## config.mk

```make
export PLATFORM = sky130hd
export DESIGN_NAME = msrv32_imm_enc
export DESIGN_NICKNAME = d
export VERILOG_FILES = /design/src/rtl/msrv32_imm_enc.sv
export SDC_FILE = /design/constraint.sdc
export NUM_CORES = 1
export LEC_CHECK = 0
export ABC_AREA = 0
export BUFFER_PORTS_ARGS = -buffer_cell sky130_fd_sc_hd__buf_2
export CORE_MARGIN = 2
export CORE_UTILIZATION = 49
export CTS_BUF_LIST = sky130_fd_sc_hd__clkbuf_4
export DETAILED_ROUTE_END_ITERATION = 7
export HOLD_SLACK_MARGIN = 0.08
export PLACE_DENSITY_LB_ADDON = 0.2
export SETUP_SLACK_MARGIN = 0.15
export SYNTH_ARGS = -nofsm -noshare
export SYNTH_HDL_FRONTEND = slang
export SYNTH_SLANG_ARGS = --single-unit
```

## constraint.sdc

```tcl
create_clock -name clk_in -period 4.9 [get_ports clk_in]
set_input_delay 0.98 -clock clk_in [delete_from_list [all_inputs] [get_ports clk_in]]
set_output_delay 0.98 -clock clk_in [all_outputs]
set_load 0.02 [all_outputs]
```

## src/rtl/msrv32_imm_enc.sv

```systemverilog
// Immediate encoder: packs a 32-bit immediate into the RISC-V field layout of a base instruction.
// Results pass through a 2-entry in-order queue with valid/ready handshakes on both sides.
module msrv32_imm_enc (
  input  logic        clk_in,
  input  logic        rst_in,
  input  logic        in_valid_in,
  output logic        in_ready_out,
  input  logic [2:0]  imm_type_in,
  input  logic [31:0] imm_in,
  input  logic [31:0] base_instr_in,
  output logic        out_valid_out,
  input  logic        out_ready_in,
  output logic [31:0] instr_out,
  output logic        err_out,
  output logic        err_sticky_out,
  input  logic        clr_err_in,
  output logic [15:0] enc_count_out
);

  typedef enum logic [1:0] {EMPTY, ONE, TWO} state_t;

  state_t      state, next_state;
  logic [31:0] enc_word;
  logic        enc_err;
  logic [31:0] tail_word;
  logic        tail_err;
  logic        push, pop;
  logic        fits_12, fits_13, fits_21;

  // Each fits_* flag is true when the upper bits are a pure sign extension.
  assign fits_12 = (imm_in[31:11] == '0) || (imm_in[31:11] == '1);
  assign fits_13 = (imm_in[31:12] == '0) || (imm_in[31:12] == '1);
  assign fits_21 = (imm_in[31:20] == '0) || (imm_in[31:20] == '1);

  always_comb begin
    enc_word = base_instr_in;
    enc_err  = 1'b0;
    case (imm_type_in)
      3'b010: begin
        enc_word[31:25] = imm_in[11:5];
        enc_word[11:7]  = imm_in[4:0];
        enc_err         = !fits_12;
      end
      3'b011: begin
        enc_word[31]    = imm_in[12];
        enc_word[7]     = imm_in[11];
        enc_word[30:25] = imm_in[10:5];
        enc_word[11:8]  = imm_in[4:1];
        enc_err         = imm_in[0] || !fits_13;
      end
      3'b100: begin
        enc_word[31:12] = imm_in[31:12];
        enc_err         = (imm_in[11:0] != '0);
      end
      3'b101: begin
        enc_word[31]    = imm_in[20];
        enc_word[19:12] = imm_in[19:12];
        enc_word[20]    = imm_in[11];
        enc_word[30:21] = imm_in[10:1];
        enc_err         = imm_in[0] || !fits_21;
      end
      3'b110: begin
        enc_word[19:15] = imm_in[4:0];
        enc_err         = (imm_in[31:5] != '0);
      end
      default: begin
        enc_word[31:20] = imm_in[11:0];
        enc_err         = !fits_12;
      end
    endcase
  end

  assign push = in_valid_in && in_ready_out;
  assign pop  = out_valid_out && out_ready_in;

  always_comb begin
    next_state = state;
    case (state)
      EMPTY:   if (push) next_state = ONE;
      ONE: begin
        if (push && !pop)      next_state = TWO;
        else if (pop && !push) next_state = EMPTY;
      end
      TWO:     if (pop) next_state = ONE;
      default: next_state = EMPTY;
    endcase
  end

  // The head entry lives directly in the output registers; tail holds the second word.
  always_ff @(posedge clk_in or negedge rst_in) begin
    if (!rst_in) begin
      state          <= EMPTY;
      in_ready_out   <= 1'b1;
      out_valid_out  <= 1'b0;
      instr_out      <= '0;
      err_out        <= 1'b0;
      tail_word      <= '0;
      tail_err       <= 1'b0;
      err_sticky_out <= 1'b0;
      enc_count_out  <= '0;
    end else begin
      state         <= next_state;
      in_ready_out  <= (next_state != TWO);
      out_valid_out <= (next_state != EMPTY);
      case (state)
        EMPTY: begin
          if (push) begin
            instr_out <= enc_word;
            err_out   <= enc_err;
          end
        end
        ONE: begin
          if (push && pop) begin
            instr_out <= enc_word;
            err_out   <= enc_err;
          end else if (push) begin
            tail_word <= enc_word;
            tail_err  <= enc_err;
          end
        end
        TWO: begin
          if (pop) begin
            instr_out <= tail_word;
            err_out   <= tail_err;
          end
        end
        default: ;
      endcase
      if (push) enc_count_out <= enc_count_out + 16'd1;
      if (push && enc_err)  err_sticky_out <= 1'b1;
      else if (clr_err_in)  err_sticky_out <= 1'b0;
    end
  end

endmodule

```

## Yosys cells after proc, flatten, opt, wreduce, memory -nomap -nowiden

Cells that the tools add are included.

- Equal/unequal tests: 14
- Reductions and logical operators: 29
- Add/sub/neg operators: 1
- Bitwise gates (word level): 1
- Shifts and indexed selects: 0
- Muxes and demuxes: 21
- Div/mod/pow operators: 0
- Order comparisons: 0
- $mul: 0

Operator list:

| cell | number |
|---|---|
| 32-bit two-way mux | 3 |
| 32-bit case mux with 3 select lines | 1 |
| 7-bit case mux with 4 select lines | 1 |
| 27-bit nonzero test | 1 |
| 21-bit equality test, second input constant | 1 |
| 21-bit zero test | 1 |
| 20-bit equality test, second input constant | 1 |
| 20-bit zero test | 1 |
| 5-bit case mux with 2 select lines | 2 |
| 16-bit by 1-bit adder with 16-bit output, second input constant | 1 |
| 5-bit case mux with 3 select lines | 1 |
| 12-bit equality test, second input constant | 1 |
| 12-bit zero test | 1 |
| 12-bit nonzero test | 1 |
| 3-bit equality test, second input constant | 3 |
| 2-bit two-way mux | 4 |
| 2-bit != test, second input constant | 4 |
| 3-bit by 2-bit equality test with 1-bit output, second input constant | 2 |
| 1-bit logical AND | 6 |
| 2-bit case mux with 3 select lines | 1 |
| 1-bit zero test | 5 |
| 1-bit logical OR | 5 |
| 1-bit two-way mux | 5 |
| 1-bit case mux with 4 select lines | 1 |
| 12 further kinds | 13 |

- Output and inout port bits: 52
- Bits in read-only memories: 0
- Bits in registers: 87
- Input port bits: 72
- Bits in latches: 0
- Memories kept: 0
- RAM bits: 0

## Depth between registers and ports, before layout

Gate-level depths: netlist of the first run.

- Word-level depth: 7
- Mapped depth: 7

## Worst setup path after synthesis of the first run

OpenSTA, ideal clock, no wires.

- Path kind: input-to-reg
- Start point: input port imm_in[8]
- End point: register tail_err
- Cell stages on the path: 5
- Path slack: 2.714 ns
- Required time: 4.772 ns
- Arrival time: 2.058 ns
- Cells stage by stage: or4_4 > nor3_2 > o2111ai_1 > a211oi_2 > a21oi_1

- Cells in the longest elaborated chain, start to end: 2
- Elaborated cells on any way between the ends: 3

RTL lines:

| what | line | source |
|---|---|---|
| start, declared | 9 | `input logic [31:0] imm_in,` |
| 27-bit nonzero test / 12-bit nonzero test (equally long branches) | 64, 53 |  |
| 1-bit case mux with 4 select lines * | 38 | `case (imm_type_in)` |
| end signal, assigned | 118 | `tail_err <= enc_err;` |
| end, declared | 26 | `logic tail_err;` |

Mark *: on every way between the ends. The rest lies on a longest branch, timed or not.
A chain may end at the register's enable or synchronous reset.

## Worst setup path in the final report of the first run

- Start point: input port imm_type_in[2]
- End point: register err_out

- Cells in the longest elaborated chain, start to end: 4
- Elaborated cells on any way between the ends: 8

RTL lines:

| what | line | source |
|---|---|---|
| start, declared | 8 | `input logic [2:0] imm_type_in,` |
| 3-bit equality test / 3-bit by 2-bit equality test with 1-bit output (equally long branches) | 38 |  |
| 1-bit case mux with 4 select lines * | 38 |  |
| 1-bit two-way mux (on tied branches) | 113, 107 |  |
| 1-bit case mux with 3 select lines * | 105 | `case (state)` |
| end signal, assigned | 109 | `err_out <= enc_err;` |
| end signal, assigned | 115 | `err_out <= enc_err;` |
| end signal, assigned | 124 | `err_out <= tail_err;` |
| end, declared | 14 | `output logic err_out,` |

Mark *: on every way between the ends. The rest lies on a longest branch, timed or not. The select of a mux whose other input is x is not followed.

==> results of run 1 <==
[area by class of cell]
class / count / share of cell area [%]
flip-flops and latches: 87 / 41.62
inverters: 5 / 0.3586
well taps: 108 / 2.582
clock inverters: 7 / 1.363
repair buffers: 126 / 12.24
clock buffers: 9 / 1.291
multi-input cells: 353 / 40.55
[flip-flops by register name (all words and copies together) (netlist names)]
register	flops
in_ready_out	1
out_valid_out	1
instr_out	32
tail_err	1
state	2
err_out	1
tail_word	32
err_sticky_out	1
enc_count_out	16
[layout by cell type (no fill, tap or decap), types with 3 or more instances in the layout]
cell type  count
a21oi_1       27
a22o_1         4
a22oi_1        6
a31oi_1       15
and3_1         3
buf_2        122
buf_4          4
clkbuf_4       9
dfrtp_1       86
inv_1          4
mux2_2        21
mux2i_1       13
nand2_1       87
nand2b_1       8
nand3_1        3
nand4_1       10
nor2_1        38
nor3_1         3
nor4_1         4
o211ai_1       8
o21a_1         9
o21ai_0       36
o22ai_1       10
or2_2          3
xnor2_1       12
xor2_1         3
[kinds of logic (layout without fill, tap and decap cells)]
family          count (synthesis)  after routing  share of synthesized area (%)
xor+xnor                       15             15                          2.955
compound gates                129            129                          18.27
flops                          87             87                          49.00
mux                            34             34                          8.247
fa+ha+maj                       1              1                         0.2814
buf+inv                        32            147                          3.490
simple gates                  174            174                          17.76
[worst reg2reg max path, delay by kind of cell (launching register included)]
family	cells	cell delay [ns]
DFF	1	0.59
muxes	1	0.39
and+or+nand+nor	1	0.14
AOI/OAI and AO/OA	1	0.50
buffers and inverters	1	0.49
[how the worst min path moves through the flow]
stage	cells past startpoint	end	slack, ns
global route	1	enc_count_out[15]	0.50
floorplan	2	tail_word[10]	0.44
detailed placement	1	enc_count_out[15]	0.46
finish	1	enc_count_out[15]	0.48
global placement	1	enc_count_out[15]	0.45
CTS	1	enc_count_out[15]	0.48
[power groups by stage]
| stage | logic (mW) | clock network (mW) | registers [mW] |
|---|---|---|---|
| 2_1_floorplan | 0.562 | 0 | 1.39 |
| 3_3_place_gp | 1.07 | 0 | 1.21 |
| 3_5_place_dp | 1.10 | 0 | 1.22 |
| 4_1_cts | 1.10 | 0.419 | 1.20 |
| 5_1_grt | 1.21 | 0.453 | 1.24 |
| 6_report | 1.09 | 0.408 | 1.20 |
[layer usage]
| metal | track usage, % | wire length (um) |
|---|---|---|
| met1 | 29.35 | 4633 |
| met2 | 38.15 | 5459 |
| met3 | 4.919 | 707 |
| met4 | 8.008 | 203 |
| met5 | 0 | 0 |
[stage by stage]
stage	area, sq um	util [%]	hold slack (ns)	power (mW)
global placement	5095	58.14	0.4544	2.278
detailed placement	5095	58.14	0.4619	2.318
CTS	5234	59.72	0.4807	2.724
finish	5234	59.72	0.4804	2.699
global route	5234	59.72	0.5023	2.904
floorplan	4446	-	0.4447	1.954
==> flow_metrics.env, run 1 <==
export IMPL_status="finished, final reports clean"
export IMPL_fill_cells=813
export IMPL_htreeDepth=3
export IMPL_dpl_hpwl_mm=8.053
export IMPL_setup_viol=0
export IMPL_start_util_pct=50.73
export IMPL_via_per_inst=5.563
export IMPL_coreArea_sq_um=8763
export IMPL_final_max_slew_viol_count=0
export IMPL_n_antenna_cell=0
export IMPL_io_buffers=123
export IMPL_clkTransAtPathRegs_ns=0.14
export IMPL_drtAntennaViolNets=0
export IMPL_worstHoldPathType="reg2reg"
export IMPL_layout_min_cycle_time_ns=2.318
export IMPL_die_y_um=99.25
export IMPL_drt_pass1_iterations=4
export IMPL_reg2reg_depth=4
export IMPL_final_setup_skew_ns=0.01175
export IMPL_yosysTopAreaCellShare_pct=48.41
export IMPL_syn_inst=472
export IMPL_swShare_pct=40.63
export IMPL_path_depth=5
export IMPL_tritoncts="built"
export IMPL_cts_buffers_inserted=9
export IMPL_pwr_share_seq_pct=44.5
export IMPL_io_pins=124
export IMPL_die_w_um=99.25
export IMPL_p_int_mw=1.603
export IMPL_period_share_pct=47.30
export IMPL_synth_area_leader_cell="dfrtp_1"
export IMPL_rr_endpoint="instr_out[16]"
export IMPL_synth_ff_type="dfrtp_1"
export IMPL_synth_distinct_cells=56
export IMPL_p_switching_mw=1.097
export IMPL_antenna_found_initial=0
export IMPL_max_stage_delay_ns=0.66
export IMPL_async_flop_share_pct=100.0
export IMPL_wl_per_cell_um=15.83
export IMPL_rsz0062_at_grt="false"
export IMPL_tightest_slew_ns=1.022
export IMPL_layout_drive_gt1_share_pct=30.32
export IMPL_synth_area_leaders="dfrtp_1 (48%), nand2_1 (7.3%), mux2_2 (5.3%)"
export IMPL_grt_pass1_wl_mm=17.94
export IMPL_area_growth_pct=17.73
export IMPL_reg2reg_slack_ns=2.69
export IMPL_power_density_nw_per_um2=515.8
export IMPL_yosysWarnings=0
export IMPL_slew_limit_headroom_pct=31.88
export IMPL_critical_path_class="in2reg"
export IMPL_crit_family="compound AO/OA/AOI/OAI gates"
export IMPL_ctsResizeCount=0
export IMPL_grtUsageTotal_pct=22.78
export IMPL_min_from="enc_count_out[15]"
export IMPL_fin_cells=695
export IMPL_yosysMostFrequentCell="nand2_1"
export IMPL_yosysSeqAreaShare_pct=49.00
export IMPL_grt_max_degree=54
export IMPL_ys_top_cells_by_count="nand2_1 (87), dfrtp_1 (86), nor2_1 (38)"
export IMPL_ys_ff_latch=87
export IMPL_routabilityCongestion=0.8942
export IMPL_dp_slack_ns=2.167
export IMPL_cp_max_fo=25
export IMPL_fmaxAchievable_mhz=431.5
export IMPL_p_leak_nw=2.413
export IMPL_route_detailed_drc=0
export IMPL_placementRows=34
export IMPL_cts_setup_buffers=0
export IMPL_worstSetupStartpoint="imm_type_in[2]"
export IMPL_cp_end_kind="flip-flop"
export IMPL_cts_root_buf="clkbuf_4"
export IMPL_comb_power_share_pct=40.4
export IMPL_cp_required_ns=5.25
export IMPL_syn_area_per_cell_sq_um=9.418
export IMPL_crit_chain="buf_2 -> nand2b_1 -> a311oi_1 -> nor3_1 -> a31oi_1"
export IMPL_finalNetCount=655
export IMPL_fin_ws_ns=2.582
export IMPL_fin_tns_setup_ns=0
export IMPL_gr_total_overflow=0
export IMPL_regArea_sq_um=2178
export IMPL_crit_path_top_delay_cell="a311oi_1"
export IMPL_cts_sinks=87
export IMPL_worstSetupStartpointType="primary input"
export IMPL_clkLatencyLatePin_ns=0.42
export IMPL_cts_buffer_depth=2
export IMPL_dieArea_sq_um=9851
export IMPL_worst_path_buf_inv=1
export IMPL_ir_worst_vdd_mv=0.2696
export IMPL_cp_arrival_ns=2.67
export IMPL_netlist_area_sq_um=4446
export IMPL_crit_end="err_out"
export IMPL_grt_pass1_vias=3713
export IMPL_r2r_start="in_ready_out"
export IMPL_routed_wirelength_mm=11.00
export IMPL_clock_power_share_pct=15.1
export IMPL_syn_nets=545
export IMPL_maxCapViolCount=0
export IMPL_vias=3866
export IMPL_drt_initial_drc_count=185
export IMPL_cts_hold_buffers=0
export IMPL_synth_edf_count=0
export IMPL_dp_cells=679
export IMPL_finalHoldViolCount=0
export IMPL_multiInputGateArea_sq_um=2122
Power figures use the tool's default switching activity.
==> run 2: changes to the inputs <==
Clock period 4.9 ns to 2.4 ns, I/O delays scaled along.
==> run 2 against run 1 <==
Against the previous run: first-iteration DRC count fell by 3.2%; final cell count up 1.6%; design area is 2.2% higher; power up 110%; largest power group unchanged; highest routed layer unchanged.
==> flow_metrics.env, run 2 (synthesis results as in run 1) <==
export IMPL_clkTransAtPathRegs_ns=0.16
export IMPL_finalNetCount=666
export IMPL_grt_max_degree=43
export IMPL_rsz0062_at_grt="false"
export IMPL_grtUsageTotal_pct=23.56
export IMPL_antenna_found_initial=0
export IMPL_ir_worst_vdd_mv=0.5446
export IMPL_coreArea_sq_um=8763
export IMPL_fmaxAchievable_mhz=530.4
export IMPL_wl_met3_um=663
export IMPL_top_regs="instr_out (32), tail_word (32), enc_count_out (16)"
export IMPL_start_util_pct=50.73
export IMPL_critical_path_class="reg2reg"
export IMPL_drt_pass1_iterations=5
export IMPL_cp_arrival_ns=2.22
export IMPL_cts_sinks=87
export IMPL_io_buffers=123
export IMPL_routabilityCongestion=0.8803
export IMPL_htreeDepth=3
export IMPL_cp_required_ns=2.74
export IMPL_routed_wirelength_mm=11.38
export IMPL_finalPower_mw=5.573
export IMPL_dpl_hpwl_mm=8.558
export IMPL_drtAntennaViolNets=0
export IMPL_cts_hold_buffers=1
export IMPL_cts_root_buf="clkbuf_4"
export IMPL_drt_initial_drc_count=179
export IMPL_worstSetupStartpointType="flip-flop"
export IMPL_period_share_pct=78.56
export IMPL_fin_tns_setup_ns=0
export IMPL_cts_buffers_inserted=9
export IMPL_p_leak_nw=2.478
export IMPL_wl_met1_mm=5.025
export IMPL_grt_pass1_wl_mm=18.53
export IMPL_final_setup_skew_ns=0.01307
export IMPL_layout_drive_gt1_share_pct=31.61
export IMPL_tritoncts="built"
export IMPL_finalHoldViolCount=0
export IMPL_gr_total_overflow=0
export IMPL_cp_end_kind="flip-flop"
export IMPL_area_growth_pct=20.26
export IMPL_die_y_um=99.25
export IMPL_via_per_inst=5.514
export IMPL_final_max_slew_viol_count=0
export IMPL_n_antenna_cell=0
export IMPL_fill_cells=774
export IMPL_final_util_pct=61.01
export IMPL_cts_buffer_depth=2
export IMPL_dieArea_sq_um=9851
export IMPL_setup_viol=0
export IMPL_route_detailed_drc=0
export IMPL_worstHoldPathType="in2reg"
export IMPL_vias=3893
export IMPL_clkLatencyLatePin_ns=0.44
export IMPL_cp_max_fo=23
export IMPL_die_w_um=99.25
export IMPL_grt_pass1_vias=3719
export IMPL_ctsResizeCount=0
export IMPL_io_pins=124
export IMPL_layout_min_cycle_time_ns=1.885
export IMPL_maxCapViolCount=0
export IMPL_mostFrequentLayoutCell="buf_2"
export IMPL_power_density_nw_per_um2=1042
export IMPL_slew_limit_headroom_pct=58.79
export IMPL_wl_per_cell_um=16.11
export IMPL_cts_setup_buffers=0
export IMPL_placementRows=34
export IMPL_status="finished, final reports clean"
export IMPL_layout_cells_most_common_list="buf_2 (122), nand2_1 (87), dfrtp_1 (86), nor2_1 (38), o21ai_0 (36)"
export IMPL_routed_top_layer="met4"
export IMPL_tightest_slew_ns=0.6140
export IMPL_wl_met2_mm=5.517
[run 2: final timing paths]
check,to,slack [ns],start,cells after the start
worst max-delay path,tail_word[22],0.51,in_ready_out,5
worst min-delay path,tail_word[0],0.27,base_instr_in[0],2
worst max register to register,tail_word[22],0.51,in_ready_out,5
worst min register to register,enc_count_out[15],0.48,enc_count_out[15],1
max in group asynchronous,in_ready_out,1.23,rst_in,3
min in group asynchronous,tail_word[27],0.52,rst_in,2
[run 2: stage by stage]
step,setup WS (ns),std cells,hold slack [ns],area [sq um]
2_1_floorplan,0.7145,472,0.1844,4446
3_3_place_gp,0.3675,689,0.4540,5207
3_5_place_dp,0.3169,689,0.4642,5207
4_1_cts,0.5178,706,0.2468,5346
5_1_grt,0.3927,706,0.2478,5346
6_report,0.5145,706,0.2691,5346
[run 2: cell type report]
cell class,instances,area [sq um],share of cell area (%)
repair buffers,137,763.2,14.28
multi-input cells,353,2122,39.69
clock buffers,10,75.07,1.404
clock inverters,6,53.80,1.006
well taps,108,135.1,2.528
flip-flops and latches,87,2178,40.74
inverters,5,18.77,0.3510
[run 2: worst max-delay path, cell delays in order (launching register included)]
cell and delay, ns:
dfstp_2 0.58, nand2_1 0.16, nor2_1 0.20, nand2_2 0.29, buf_12 0.27, mux2_2 0.27
[run 2: power by group]
part	switching (mW)	internal (mW)	leakage (nW)
Clock	0.539	0.241	0.0691
Combinational	1.39	0.952	1.36
Sequential	0.372	2.08	1.04
Total	2.30	3.28	2.48
[run 2: per-layer routing]
layer | vias to the layer above | global-route usage, %
met1 | 1829 | 31.85
met5 | - | 0
met3 | 16 | 4.076
li1 | 1923 | -
met4 | 0 | 7.482
met2 | 125 | 38.93
